**src/rtl/mm_pkg.sv**
```systemverilog
// Shared types and helpers for the output-buffer deskew writer.
// Optional build macro used by the top: OB_WB_PERF_CNT_EN.
package mm_pkg;

  typedef enum logic {
    IDLE = 1'b0,
    RUN  = 1'b1
  } ob_wb_state_e;

  localparam int OB_WIDTH  = 8;
  localparam int OB_COL    = 4;
  localparam int OB_O_SIZE = 512;

  // One deskewed output row, element c at bits [c*OB_WIDTH +: OB_WIDTH].
  typedef logic [OB_COL-1:0][OB_WIDTH-1:0] row_t;

  function automatic int ob_addr_w(input int depth);
    return (depth > 1) ? $clog2(depth) : 1;
  endfunction

endpackage

```
**src/rtl/ob_delay_line.sv**
```systemverilog
// Fixed-depth {valid,data} shift register; reset clears the valid bits.
// DEPTH=0 degenerates to a wire.
module ob_delay_line #(
  parameter int WIDTH = 8,
  parameter int DEPTH = 1
) (
  input  logic             clk_i,
  input  logic             rst_i,
  input  logic             valid_i,
  input  logic [WIDTH-1:0] data_i,
  output logic             valid_o,
  output logic [WIDTH-1:0] data_o
);

  generate
    if (DEPTH == 0) begin : g_pass
      assign valid_o = valid_i;
      assign data_o  = data_i;
    end else begin : g_shift
      logic [DEPTH-1:0]            valid_q;
      logic [DEPTH-1:0][WIDTH-1:0] data_q;

      always_ff @(posedge clk_i) begin
        if (rst_i) begin
          valid_q <= '0;
          data_q  <= '0;
        end else begin
          valid_q[0] <= valid_i;
          data_q[0]  <= data_i;
          for (int i = 1; i < DEPTH; i++) begin
            valid_q[i] <= valid_q[i-1];
            data_q[i]  <= data_q[i-1];
          end
        end
      end

      assign valid_o = valid_q[DEPTH-1];
      assign data_o  = data_q[DEPTH-1];
    end
  endgenerate

endmodule

```
**src/rtl/ob_deskew_writer.sv**
```systemverilog
// Deskews column-staggered array results into rows and writes them to the output SRAM.
// Define OB_WB_PERF_CNT_EN to add dropped_cnt_o (aligned rows discarded while idle).
module ob_deskew_writer
  import mm_pkg::*;
#(
  parameter  int WIDTH  = OB_WIDTH,
  parameter  int COL    = OB_COL,
  parameter  int O_SIZE = OB_O_SIZE,
  localparam int ADDR_W = ob_addr_w(O_SIZE)
) (
  input  logic                 clk_i,
  input  logic                 rst_i,
  input  logic                 start_i,
  input  logic [ADDR_W:0]      num_rows_i,
  input  logic [ADDR_W-1:0]    base_addr_i,
  input  logic [COL-1:0]       sa_valid_i,
  input  logic [COL*WIDTH-1:0] sa_data_i,
  output logic                 ob_mem_cenb_o,
  output logic                 ob_mem_wenb_o,
  output logic [ADDR_W-1:0]    ob_mem_addr_o,
  output logic [COL*WIDTH-1:0] ob_mem_data_o,
  output logic                 busy_o,
  output logic                 done_o,
`ifdef OB_WB_PERF_CNT_EN
  output logic [15:0]          dropped_cnt_o,
`endif
  output logic                 skew_err_o
);

  localparam logic [ADDR_W:0] CNT_ONE = {{ADDR_W{1'b0}}, 1'b1};

  logic [COL-1:0]       dvalid;
  logic [COL*WIDTH-1:0] drow;

  // Column c arrives c cycles late, so it needs COL-1-c cycles of delay to line up.
  for (genvar gi = 0; gi < COL; gi++) begin : g_col
    ob_delay_line #(
      .WIDTH (WIDTH),
      .DEPTH (COL-1-gi)
    ) u_delay (
      .clk_i   (clk_i),
      .rst_i   (rst_i),
      .valid_i (sa_valid_i[gi]),
      .data_i  (sa_data_i[gi*WIDTH +: WIDTH]),
      .valid_o (dvalid[gi]),
      .data_o  (drow[gi*WIDTH +: WIDTH])
    );
  end

  logic aligned;
  logic partial;
  logic launch;

  assign aligned = &dvalid;
  assign partial = (|dvalid) & ~aligned;

  ob_wb_state_e         state_q, state_d;
  logic                 start_q;
  logic [ADDR_W:0]      cnt_q, cnt_d;
  logic [ADDR_W:0]      num_rows_q, num_rows_d;
  logic [ADDR_W-1:0]    base_q, base_d;
  logic [ADDR_W-1:0]    addr_q, addr_d;
  logic [COL*WIDTH-1:0] data_q, data_d;
  logic                 cenb_q, cenb_d;
  logic                 wenb_q, wenb_d;
  logic                 skew_err_q, skew_err_d;
  logic [ADDR_W:0]      cnt_inc;

  assign launch  = start_i & ~start_q & (state_q == IDLE);
  assign cnt_inc = cnt_q + CNT_ONE;

  always_comb begin
    state_d    = state_q;
    cnt_d      = cnt_q;
    num_rows_d = num_rows_q;
    base_d     = base_q;
    addr_d     = addr_q;
    data_d     = data_q;
    cenb_d     = 1'b1;
    wenb_d     = 1'b1;
    skew_err_d = skew_err_q | partial;

    case (state_q)
      IDLE: begin
        if (launch && (num_rows_i != '0)) begin
          state_d    = RUN;
          num_rows_d = num_rows_i;
          base_d     = base_addr_i;
          cnt_d      = '0;
        end
      end
      RUN: begin
        if (aligned) begin
          cenb_d = 1'b0;
          wenb_d = 1'b0;
          // Truncation to ADDR_W gives the wrap past the top of the buffer.
          addr_d = base_q + cnt_q[ADDR_W-1:0];
          data_d = drow;
          cnt_d  = cnt_inc;
          if (cnt_inc == num_rows_q) begin
            state_d = IDLE;
          end
        end
      end
      default: state_d = IDLE;
    endcase
  end

  always_ff @(posedge clk_i) begin
    if (rst_i) begin
      state_q    <= IDLE;
      start_q    <= 1'b0;
      cnt_q      <= '0;
      num_rows_q <= '0;
      base_q     <= '0;
      addr_q     <= '0;
      data_q     <= '0;
      cenb_q     <= 1'b1;
      wenb_q     <= 1'b1;
      skew_err_q <= 1'b0;
    end else begin
      state_q    <= state_d;
      start_q    <= start_i;
      cnt_q      <= cnt_d;
      num_rows_q <= num_rows_d;
      base_q     <= base_d;
      addr_q     <= addr_d;
      data_q     <= data_d;
      cenb_q     <= cenb_d;
      wenb_q     <= wenb_d;
      skew_err_q <= skew_err_d;
    end
  end

`ifdef OB_WB_PERF_CNT_EN
  logic [15:0] dropped_q;

  always_ff @(posedge clk_i) begin
    if (rst_i) begin
      dropped_q <= '0;
    end else if ((state_q == IDLE) && aligned && (dropped_q != 16'hFFFF)) begin
      dropped_q <= dropped_q + 16'd1;
    end
  end

  assign dropped_cnt_o = dropped_q;
`endif

  assign ob_mem_cenb_o = cenb_q;
  assign ob_mem_wenb_o = wenb_q;
  assign ob_mem_addr_o = addr_q;
  assign ob_mem_data_o = data_q;
  assign busy_o        = (state_q == RUN);
  assign done_o        = (state_q == IDLE);
  assign skew_err_o    = skew_err_q;

endmodule

```
**config.mk**
```make
export PLATFORM = sky130hd
export DESIGN_NAME = ob_deskew_writer
export DESIGN_NICKNAME = d
export VERILOG_FILES = /design/src/rtl/mm_pkg.sv /design/src/rtl/ob_delay_line.sv /design/src/rtl/ob_deskew_writer.sv
export SDC_FILE = /design/constraint.sdc
export NUM_CORES = 1
export LEC_CHECK = 0
export BUFFER_PORTS_ARGS = -buffer_cell sky130_fd_sc_hd__buf_2
export CAP_MARGIN = 20
export CORE_ASPECT_RATIO = 1.2
export CORE_UTILIZATION = 50
export CTS_BUF_LIST = sky130_fd_sc_hd__clkbuf_8
export DETAILED_ROUTE_END_ITERATION = 16
export PLACE_DENSITY = 0.79
export SLEW_MARGIN = 30
export SYNTH_ARGS = -nofsm -noshare
export SYNTH_HDL_FRONTEND = slang
export SYNTH_HIERARCHICAL = 1
export SYNTH_SLANG_ARGS = --single-unit
export TNS_END_PERCENT = 20
```
**constraint.sdc**
```tcl
create_clock -name clk_i -period 5.6 [get_ports clk_i]
set_input_delay 0.56 -clock clk_i [delete_from_list [all_inputs] [get_ports clk_i]]
set_output_delay 0.56 -clock clk_i [all_outputs]
set_load 0.05 [all_outputs]
```
==> results of run 1 <==
-- power groups by stage --
stage               Combinational, uW  Sequential, uW  Clock (uW)
global placement                  101             970           0
global route                      120             953         768
finish                            108             950         709
detailed placement                105             971           0
CTS                               105             950         724
floorplan                        78.0             971           0
-- routing by layer --
layer,vias to the layer above,global-route usage [%],wire length (um),share of wire (%)
met4,0,12.0,293,3.0
met1,1767,23.5,4170,42
met3,31,6.64,642,6.5
li1,1934,-,-,-
met2,133,32.3,4800,48
met5,-,0,0,0
-- stage by stage --
step                utilization, %  hold WS (ns)  power (uW)  worst slack (ns)  instances
finish                        59.8         0.325        1770              3.36        750
global route                  59.8         0.305        1840              3.28        750
CTS                           59.5         0.303        1780              3.35        749
detailed placement            55.8         0.419        1080              3.10        717
global placement              55.7         0.413        1070              3.16        717
floorplan                        -         0.411        1050              3.61        543
-- cell families (layout without fill, tap and decap cells) --
kind of cell	Yosys count	after routing
flip-flops	128	128
adder cells (fa/ha/maj)	10	10
AND/OR/NAND/NOR	220	220
multiplexers	17	17
XOR/XNOR	16	16
AO/OA/AOI/OAI	91	91
buffers and inverters	61	145
-- area by class of cell --
class,instances,share of cell area (%)
Multi-Input combinational cell,354,36.7
Inverter,8,0.520
Tap cell,123,2.66
Clock buffer,17,4.05
Sequential cell,128,44.3
Clock inverter,15,2.12
Timing Repair Buffer,105,9.64
-- sequential cells by signal, summed over array words and instances, names as in the netlist --
signal,count
cnt_q,10
base_q,9
skew_err_o,1
start_q,1
g_col.u_delay/data_o,24
num_rows_q,10
g_col.u_delay/g_shift.valid_q,5
ob_mem_wenb_o,1
busy_o,1
ob_mem_data_o,32
g_col.u_delay/g_shift.data_q,24
ob_mem_addr_o,9
g_col.u_delay/valid_o,1
-- worst paths after layout --
kind | to | startpoint | cells past startpoint
max reg2reg | ob_mem_addr_o[6]$_SDFFE_PP0P_ | cnt_q[0]$_SDFFE_PP0P_ | 7
min | g_col[1].u_delay/g_shift.data_q[7]$_SDFF_PP0_ | sa_data_i[15] | 2
max | ob_mem_addr_o[6]$_SDFFE_PP0P_ | cnt_q[0]$_SDFFE_PP0P_ | 7
min reg2reg | g_col[1].u_delay/data_o[7]$_SDFF_PP0_ | g_col[1].u_delay/g_shift.data_q[7]$_SDFF_PP0_ | 1
-- cell usage after synthesis, types with 5 or more instances --
library cell,instances
and2b_2,7
nor2_1,36
buf_4,27
xor2_1,7
nand2_1,82
nor2b_1,41
nor4_1,5
a21o_1,5
ha_1,9
or3_1,7
inv_1,8
and2b_1,7
clkbuf_1,13
dfxtp_1,128
buf_2,6
buf_6,6
nor3_1,5
a31oi_1,5
nand3_1,10
o21ai_0,13
xnor2_1,9
mux2i_1,17
a21oi_1,51
==> impl_metrics.env, run 1 <==
export IMPL_drive_gt1_share_pct=24.4
export IMPL_cts_buffer_depth=2
export IMPL_crit_buf_inv=0
export IMPL_setup_worst_path_class="flop to flop"
export IMPL_power_frac_clock_pct=40.2
export IMPL_grt_max_degree=117
export IMPL_yosys_warnings=6
export IMPL_seq_area_frac_synth_pct=50.7
export IMPL_grt_overflow=0
export IMPL_area_growth_pct=14.3
export IMPL_start_kind="flop"
export IMPL_grt_pass1_wl_um=16400
export IMPL_cts_buffers=17
export IMPL_required_ns=5.98
export IMPL_comb_power_share_pct=6.1
export IMPL_synthAdderAreaFrac_pct=2.62
export IMPL_synth_area_um2=5050
export IMPL_die_y_um=112
export IMPL_register_area_um2=2560
export IMPL_wirelength_um=9910
export IMPL_final_max_slew_viol_count=0
export IMPL_setup_tns_ns=0
export IMPL_synth_top_family_by_area="simple AND/OR/NAND/NOR gates"
export IMPL_crit_arrival_ns=2.62
export IMPL_cts_root_buffer="clkbuf_8"
export IMPL_synth_area_mux_share_pct=3.37
export IMPL_h_tree_depth=4
export IMPL_switching_power_uw=462
export IMPL_cts_tree="done"
export IMPL_io_pins=104
export IMPL_dpl_cell_area_um2=5390
export IMPL_diodes=0
export IMPL_endpoint_kind="flop"
export IMPL_layout_commonest_cell="dfxtp_1"
export IMPL_grt_pass1_vias=3707
export IMPL_rsz0062_at_grt="false"
export IMPL_max_vdd_ir_drop_uv=178
export IMPL_synth_area_per_cell_um2=9.31
export IMPL_drv_cap=0
export IMPL_antenna_left=0
export IMPL_final_period_utilization_pct=40.0
export IMPL_syn_inst=543
export IMPL_core_area_um2=9660
export IMPL_hold_viol_final=0
export IMPL_multi_input_area_um2=2120
export IMPL_total_leakage_power_uw=0.00249
export IMPL_postCtsHoldBufs=0
export IMPL_max_freq_ghz=0.447
export IMPL_synth_compound_gate_area_share_pct=10.7
export IMPL_viasPerCell=5.15
export IMPL_seqPwrFrac_pct=53.8
export IMPL_clkSinkCount=128
export IMPL_critPathMaxStageDelay_ns=0.43
export IMPL_synth_nets=611
export IMPL_synth_cell_types=51
export IMPL_ys_async_sr_fraction_pct=0
export IMPL_initial_core_util_pct=52.3
export IMPL_firstDrtPassIters=5
export IMPL_r2r_setup_slack_ns=3.36
export IMPL_maxSlewHeadroom_pct=48.7
export IMPL_final_setup_viol_count=0
export IMPL_cp_cell_sequence="ha_1 > fa_1 > a21o_1 > a21oi_1 > o21ai_0 > a2111o_1 > nand3_1"
export IMPL_die_w_um=93.8
export IMPL_remaining_drc_errors=0
export IMPL_path_delay_family="compound AO/OA/AOI/OAI gates"
export IMPL_vias=3865
export IMPL_clock_skew_final_ns=0.00888
export IMPL_layout_common_cells="128 x dfxtp_1, 102 x buf_2, 81 x nand2_1"
export IMPL_hp_class="input pin to flop"
export IMPL_rows=39
export IMPL_grt_usage_pct=20.2
export IMPL_sw_frac_of_total_pct=26.1
export IMPL_globalplace_congestion=0.811
export IMPL_tightest_slew_ns=0.770
export IMPL_power_density_nw_per_um2=306
export IMPL_synth_xor_area_share_pct=2.77
export IMPL_synth_flop_cell="dfxtp_1"
export IMPL_cp_max_fo=7
export IMPL_place_hpwl_um=6610
export IMPL_fillers=853
export IMPL_layout_nets=682
export IMPL_synth_edf_count=0
export IMPL_min_period_ns=2.24
export IMPL_yosysTopAreaCell="dfxtp_1"
export IMPL_port_buffers=103
export IMPL_crit_slowest_cell="a2111o_1"
export IMPL_clk_pin_slew_ns=0.08
export IMPL_post_cts_buffers=0
export IMPL_routedWlPerCell_um=13.2
export IMPL_synth_top_cell_area_share_pct=50.7
export IMPL_design_area_um2=5780
export IMPL_outcome="finished, final reports clean"
export IMPL_die_area_um2=10500
export IMPL_synth_area_leaders="dfxtp_1 51%, nand2_1 6.1%, nor2b_1 5.1%"
export IMPL_cts_resized=0
export IMPL_drtIter0Drc=192
export IMPL_insertion_delay_ns=0.44
export IMPL_antenna_found_initial=0
export IMPL_synthSimpleGateAreaFrac_pct=22.2
export IMPL_intPower_uw=1310
export IMPL_ys_ff_latch=128
Power figures use the tool's default switching activity.
==> inputs of run 2 (changes only) <==
==> constraint.sdc (replaced) <==
create_clock -name clk_i -period 2.2 [get_ports clk_i]
set_input_delay 0.22 -clock clk_i [delete_from_list [all_inputs] [get_ports clk_i]]
set_output_delay 0.22 -clock clk_i [all_outputs]
set_load 0.05 [all_outputs]
==> run 2 against run 1 <==
Net effect: sequential cell count is the same; non-clock buffer count grew 31; clock-buffer cell count grew 1; combinational power grew to 2.8 times the previous value; fmax grew 8.0%; core utilization grew 3.0 points; cell area grew 5.1%; clock power grew to 2.7 times the previous value; first-iteration DRC count shrank 31%; total power grew to 2.6 times the previous value; die area is the same; hold slack lost 0.30 ns; critical path type unchanged; critical endpoint is now ob_mem_addr_o[8]$_SDFFE_PP0P_.
==> impl_metrics.env, run 2 (synthesis gave the netlist of run 1 again) <==
export IMPL_antenna_left=0
export IMPL_grt_pass1_vias=3920
export IMPL_area_growth_pct=20.2
export IMPL_critPathMaxStageDelay_ns=0.41
export IMPL_r2r_setup_slack_ns=0.13
export IMPL_setup_tns_ns=0
export IMPL_worstReg2RegEnd="ob_mem_addr_o[8]$_SDFFE_PP0P_"
export IMPL_setup_ws_ns=0.126
export IMPL_tightest_slew_ns=0.515
export IMPL_hold_path_end="ob_mem_data_o[29]$_SDFFE_PP0P_"
export IMPL_grt_pass1_wl_um=17400
export IMPL_port_buffers=103
export IMPL_grt_usage_pct=21.2
export IMPL_rows=39
export IMPL_insertion_delay_ns=0.43
export IMPL_cp_max_fo=3
export IMPL_globalplace_congestion=0.888
export IMPL_sw_frac_of_total_pct=24.6
export IMPL_antenna_found_initial=0
export IMPL_crit_buf_inv=1
export IMPL_cts_resized=0
export IMPL_total_leakage_power_uw=0.00263
export IMPL_intPower_uw=3480
export IMPL_comb_power_share_pct=6.6
export IMPL_io_pins=104
export IMPL_outcome="finished, final reports clean"
export IMPL_r2r_start="cnt_q[0]$_SDFFE_PP0P_"
export IMPL_layout_common_cells="128 x dfxtp_1, 102 x buf_2, 81 x nand2_1"
export IMPL_cp_cell_sequence="ha_1 > fa_1 > a21o_1 > a21oi_1 > buf_4 > o21bai_1 > a311oi_1 > nor3_1"
export IMPL_cts_tree="done"
export IMPL_firstDrtPassIters=4
export IMPL_cts_buffers=17
export IMPL_start_kind="flop"
export IMPL_maxSlewHeadroom_pct=64.8
export IMPL_pre_cts_ws_ns=0.212
export IMPL_required_ns=2.49
export IMPL_hold_depth=3
export IMPL_grt_overflow=0
export IMPL_remaining_drc_errors=0
export IMPL_wirelength_um=10600
export IMPL_grt_max_degree=72
export IMPL_seqPwrFrac_pct=52.3
export IMPL_final_period_utilization_pct=94.3
export IMPL_die_area_um2=10500
export IMPL_max_freq_ghz=0.482
export IMPL_drive_gt1_share_pct=24.5
export IMPL_viasPerCell=5.09
export IMPL_vias=3979
export IMPL_min_period_ns=2.07
export IMPL_switching_power_uw=1140
export IMPL_crit_slowest_cell="fa_1"
export IMPL_routedWlPerCell_um=13.6
export IMPL_cts_buffer_depth=2
export IMPL_reg2reg_depth=8
export IMPL_initial_core_util_pct=52.3
export IMPL_hold_viol_final=0
export IMPL_drtIter0Drc=133
export IMPL_h_tree_depth=4
export IMPL_place_hpwl_um=7140
export IMPL_max_vdd_ir_drop_uv=579
export IMPL_largest_reg_flops=32
export IMPL_clock_skew_final_ns=0.00818
export IMPL_final_max_slew_viol_count=0
export IMPL_hold_start="sa_data_i[29]"
export IMPL_hp_class="input pin to flop"
export IMPL_drv_cap=0
export IMPL_final_setup_viol_count=0
export IMPL_power_frac_clock_pct=41.1
export IMPL_setup_worst_path_class="flop to flop"
export IMPL_cts_root_buffer="clkbuf_8"
export IMPL_layout_nets=713
export IMPL_layout_commonest_cell="dfxtp_1"
export IMPL_diodes=0
export IMPL_fillers=808
export IMPL_clk_pin_slew_ns=0.08
export IMPL_die_w_um=93.8
export IMPL_crit_arrival_ns=2.36
export IMPL_die_y_um=112
export IMPL_rsz0062_at_grt="false"
export IMPL_path_delay_family="compound AO/OA/AOI/OAI gates"
export IMPL_power_density_nw_per_um2=761
export IMPL_core_area_um2=9660
export IMPL_endpoint_kind="flop"
export IMPL_clkSinkCount=128
-- run 2: changes by cell type in the layout (fill, tap and decap cells not counted), moves of 2 or more --
| cell | delta |
|---|---|
| dlygate4sd3_1 | +22 |
| buf_4 | +10 |
| clkinvlp_4 | -2 |
| inv_6 | -2 |
-- run 2: metrics by stage --
step | cell area, um2 | hold WS (ns) | utilization [%] | power, uW | std cells
after detailed placement | 5470 | 0.418 | 56.6 | 2750 | 727
after global placement | 5470 | 0.412 | 56.6 | 2730 | 727
after floorplan | 5050 | 0.292 | - | 2670 | 543
after global routing | 6070 | 0.00450 | 62.8 | 4800 | 781
final | 6070 | 0.0275 | 62.8 | 4620 | 781
after CTS | 6060 | 0.000273 | 62.7 | 4670 | 780
-- run 2: worst max path at each step --
stage                     startpoint                       endpoint  slack, ns  cells after the start
6_report       cnt_q[0]$_SDFFE_PP0P_  ob_mem_addr_o[8]$_SDFFE_PP0P_       0.13                      8
5_1_grt        cnt_q[0]$_SDFFE_PP0P_  ob_mem_addr_o[8]$_SDFFE_PP0P_       0.01                      8
4_1_cts        cnt_q[0]$_SDFFE_PP0P_  ob_mem_addr_o[8]$_SDFFE_PP0P_       0.18                      8
3_5_place_dp   cnt_q[0]$_SDFFE_PP0P_  ob_mem_addr_o[8]$_SDFFE_PP0P_       0.21                      8
3_3_place_gp   cnt_q[0]$_SDFFE_PP0P_  ob_mem_addr_o[8]$_SDFFE_PP0P_       0.28                      8
2_1_floorplan  cnt_q[0]$_SDFFE_PP0P_  ob_mem_addr_o[6]$_SDFFE_PP0P_       0.21                      7
-- run 2: area by class of cell --
class	instances	area [um2]	share of cell area, %
flip-flops and latches	128	2560	42.2
inverters	8	30.0	0.495
well taps	123	154	2.53
repair buffers	136	833	13.7
clock inverters	14	133	2.18
clock buffers	18	248	4.08
multi-input cells	354	2110	34.8
-- run 2: power by group through the flow --
stage                     Sequential, uW  Clock, uW  Combinational, uW
after floorplan                     2470          0                198
after global placement              2470          0                267
after detailed placement            2470          0                276
after CTS                           2420       1940                306
after global routing                2420       2040                339
final                               2420       1900                306
-- run 2: worst reg2reg max path, delay by kind of cell (launching register included) --
family / cells / cell delay [ns]
AOI/OAI and AO/OA: 4 / 0.74
and+or+nand+nor: 1 / 0.10
adders and majority gates: 2 / 0.64
buffers and inverters: 1 / 0.15
DFF: 1 / 0.32
-- run 2: what timing repair did --
action | in CTS | in global routing
hold buffers | 21 | 1
endpoints found under the hold margin | 21 | 1
setup buffers | 0 | 0
-- run 2: routing by layer --
| layer | GRT usage [%] | up-vias | share of wire [%] | wire length, um |
|---|---|---|---|---|
| li1 | - | 1998 | - | - |
| met1 | 23.6 | 1838 | 41 | 4340 |
| met2 | 36.4 | 122 | 51 | 5370 |
| met3 | 6.84 | 21 | 5.9 | 626 |
| met4 | 10.1 | 0 | 2.6 | 276 |
| met5 | 0 | - | 0 | 0 |
==> inputs of run 3 (changes only) <==
--- a/config.mk
+++ b/config.mk
@@ -5,9 +5,11 @@
 export SDC_FILE = /design/constraint.sdc
 export NUM_CORES = 1
 export LEC_CHECK = 0
+export ABC_AREA = 1
 export BUFFER_PORTS_ARGS = -buffer_cell sky130_fd_sc_hd__buf_2
 export CAP_MARGIN = 20
 export CORE_ASPECT_RATIO = 1.2
+export CORE_MARGIN = 8
 export CORE_UTILIZATION = 50
 export CTS_BUF_LIST = sky130_fd_sc_hd__clkbuf_8
 export DETAILED_ROUTE_END_ITERATION = 16
==> run 3 against run 2 <==
Net effect: sequential power about the same; critical endpoint unchanged; critical path type unchanged; total power up 4.7%; cell area rose by 2.1%.
==> impl_metrics.env, run 3 <==
export IMPL_outcome="finished, final reports clean"
export IMPL_synth_edf_count=0
export IMPL_grt_usage_pct=16.9
export IMPL_tightest_slew_ns=0.714
export IMPL_grt_pass1_wl_um=18700
export IMPL_cts_tree="done"
export IMPL_setup_ws_ns=0.248
export IMPL_insertion_delay_ns=0.43
export IMPL_cts_buffers=17
export IMPL_seqPwrFrac_pct=50.2
export IMPL_remaining_drc_errors=0
export IMPL_setup_worst_path_class="flop to flop"
export IMPL_sw_frac_of_total_pct=24.1
export IMPL_fillers=854
export IMPL_hold_viol_final=0
export IMPL_ys_top_cells_by_count="164 x nor2_1, 128 x dfxtp_1, 86 x inv_1, 59 x nand2_1, 55 x o21ai_0"
export IMPL_max_freq_ghz=0.512
export IMPL_drtIter0Drc=180
export IMPL_clk_pin_slew_ns=0.08
export IMPL_pre_cts_ws_ns=0.267
export IMPL_final_period_utilization_pct=88.7
export IMPL_layout_common_cells="164 x nor2_1, 128 x dfxtp_1, 103 x buf_2"
export IMPL_grt_overflow=0
export IMPL_switching_power_uw=1160
export IMPL_rsz0062_at_grt="false"
export IMPL_die_w_um=108
export IMPL_synth_area_per_cell_um2=7.87
export IMPL_yosys_warnings=6
export IMPL_hold_ws_ns=0.0276
export IMPL_cp_cell_sequence="ha_1 > fa_1 > nand3_1 > nand2_1 > a21oi_1 > o21ai_1 > nand2_1 > a21oi_1 > o21ai_1 > inv_1"
export IMPL_largest_reg_flops=32
export IMPL_maxSlewHeadroom_pct=52.3
export IMPL_layout_nets=824
export IMPL_seq_area_frac_synth_pct=50.0
export IMPL_yosysMostFrequentCell="nor2_1"
export IMPL_max_vdd_ir_drop_uv=504
export IMPL_min_period_ns=1.95
export IMPL_cp_max_fo=7
export IMPL_intPower_uw=3670
export IMPL_place_hpwl_um=7860
export IMPL_ys_async_sr_fraction_pct=0
export IMPL_synth_cell_types=34
export IMPL_comb_power_share_pct=6.8
export IMPL_antenna_found_initial=3
export IMPL_h_tree_depth=4
export IMPL_stdcell_count=896
export IMPL_routedWlPerCell_um=12.8
export IMPL_layout_commonest_cell="nor2_1"
export IMPL_dpl_cell_area_um2=5490
export IMPL_cts_root_buffer="clkbuf_8"
export IMPL_required_ns=2.53
export IMPL_place_inst=834
export IMPL_grt_pass1_vias=4226
export IMPL_io_pins=104
export IMPL_endpoint_kind="flop"
export IMPL_cts_resized=0
export IMPL_total_leakage_power_uw=0.00310
export IMPL_hp_class="input pin to flop"
export IMPL_design_area_um2=6200
export IMPL_crit_arrival_ns=2.28
export IMPL_clock_skew_final_ns=0.0136
export IMPL_setup_tns_ns=0
export IMPL_start_kind="flop"
export IMPL_globalplace_congestion=0.817
export IMPL_drv_cap=0
export IMPL_die_area_um2=13800
export IMPL_final_setup_viol_count=0
export IMPL_crit_slowest_cell="fa_1"
export IMPL_antenna_left=0
export IMPL_initial_core_util_pct=51.2
export IMPL_hold_depth=3
export IMPL_register_area_um2=2560
export IMPL_syn_inst=652
export IMPL_clkSinkCount=128
export IMPL_multi_input_area_um2=1870
export IMPL_area_growth_pct=20.9
export IMPL_reg2reg_depth=10
export IMPL_wirelength_um=11500
export IMPL_cts_buffer_depth=2
export IMPL_drive_gt1_share_pct=21.6
export IMPL_power_density_nw_per_um2=780
export IMPL_yosysTopAreaCell="dfxtp_1"
export IMPL_synth_top_cell_area_share_pct=50.0
export IMPL_ys_ff_latch=128
export IMPL_die_y_um=127
export IMPL_synth_nets=720
export IMPL_core_area_um2=10000
export IMPL_grt_max_degree=71
export IMPL_port_buffers=103
export IMPL_critPathMaxStageDelay_ns=0.42
export IMPL_rows=40
export IMPL_vias=4292
export IMPL_synth_flop_cell="dfxtp_1"
export IMPL_synth_area_um2=5130
export IMPL_final_max_slew_viol_count=0
export IMPL_firstDrtPassIters=4
export IMPL_power_frac_clock_pct=43.0
export IMPL_synth_area_leaders="dfxtp_1 50%, nor2_1 12%, inv_1 6.3%"
export IMPL_viasPerCell=4.79
[run 3: cell count changes in the layout (fill, tap and decap cells not counted), moves of 22 or more]
cell     before  now
nand2_1      81   59
nor2b_1      41    0
inv_1         9   86
o21ai_0      13   55
a21oi_1      51   26
nor2_1       36  164
[run 3: worst paths after layout]
| path | start | end | slack [ns] |
|---|---|---|---|
| max reg2reg | cnt_q[0]$_SDFFE_PP0P_ | ob_mem_addr_o[8]$_SDFFE_PP0P_ | 0.25 |
| min reg2reg | g_col[0].u_delay/g_shift.data_q[12]$_SDFF_PP0_ | g_col[0].u_delay/data_o[4]$_SDFF_PP0_ | 0.40 |
| max | cnt_q[0]$_SDFFE_PP0P_ | ob_mem_addr_o[8]$_SDFFE_PP0P_ | 0.25 |
| min | sa_data_i[29] | ob_mem_data_o[29]$_SDFFE_PP0P_ | 0.03 |
[run 3: critical path: cells and delay by family, from the launching register on]
kind | cells | cell delay [ns]
adders and majority gates | 2 | 0.67
AOI/OAI and AO/OA | 4 | 0.50
DFF | 1 | 0.39
buffers and inverters | 1 | 0.04
and+or+nand+nor | 3 | 0.27
[run 3: cell type report]
class,instances,area share [%]
Antenna cell,1,0.0404
Inverter,91,5.51
Sequential cell,128,41.3
Tap cell,126,2.54
Multi-Input combinational cell,380,30.1
Timing Repair Buffer,138,13.7
Clock buffer,17,3.77
Clock inverter,15,2.99
[run 3: kinds of logic (layout without fill, tap and decap cells)]
logic type	after synthesis	count (layout)	share of synthesized area [%]
flip-flops	128	128	50.0
buffers and inverters	144	261	13.6
other	0	1	0
AND/OR/NAND/NOR	266	266	22.0
AO/OA/AOI/OAI	92	92	9.32
adder cells (fa/ha/maj)	10	10	2.59
XOR/XNOR	12	12	2.46
[run 3: power by group through the flow]
stage               sequential, uW  combinational, uW  clock [uW]
detailed placement            2480                287           0
floorplan                     2480                212           0
global placement              2480                277           0
CTS                           2430                328        2120
finish                        2430                329        2080
global route                  2430                367        2240
[run 3: per-stage QoR]
step	utilization, %	power, uW
floorplan	-	2690
detailed placement	54.8	2770
global route	62.0	5040
finish	62.0	4840
CTS	61.9	4880
global placement	54.8	2750
[run 3: metal layers]
| layer | global-route usage, % | wire (um) | part of all wire (%) |
|---|---|---|---|
| met1 | 17.5 | 4550 | 40 |
| met2 | 29.5 | 5940 | 52 |
| met3 | 5.83 | 676 | 5.9 |
| met4 | 7.91 | 263 | 2.3 |
| met5 | 0 | 22 | 0.19 |
[run 3: timing repair]
action | 4_1_cts | 5_1_grt
buffers inserted | 0 | 0
endpoints found under the hold margin | 29 | 0
hold buffers | 29 | 0
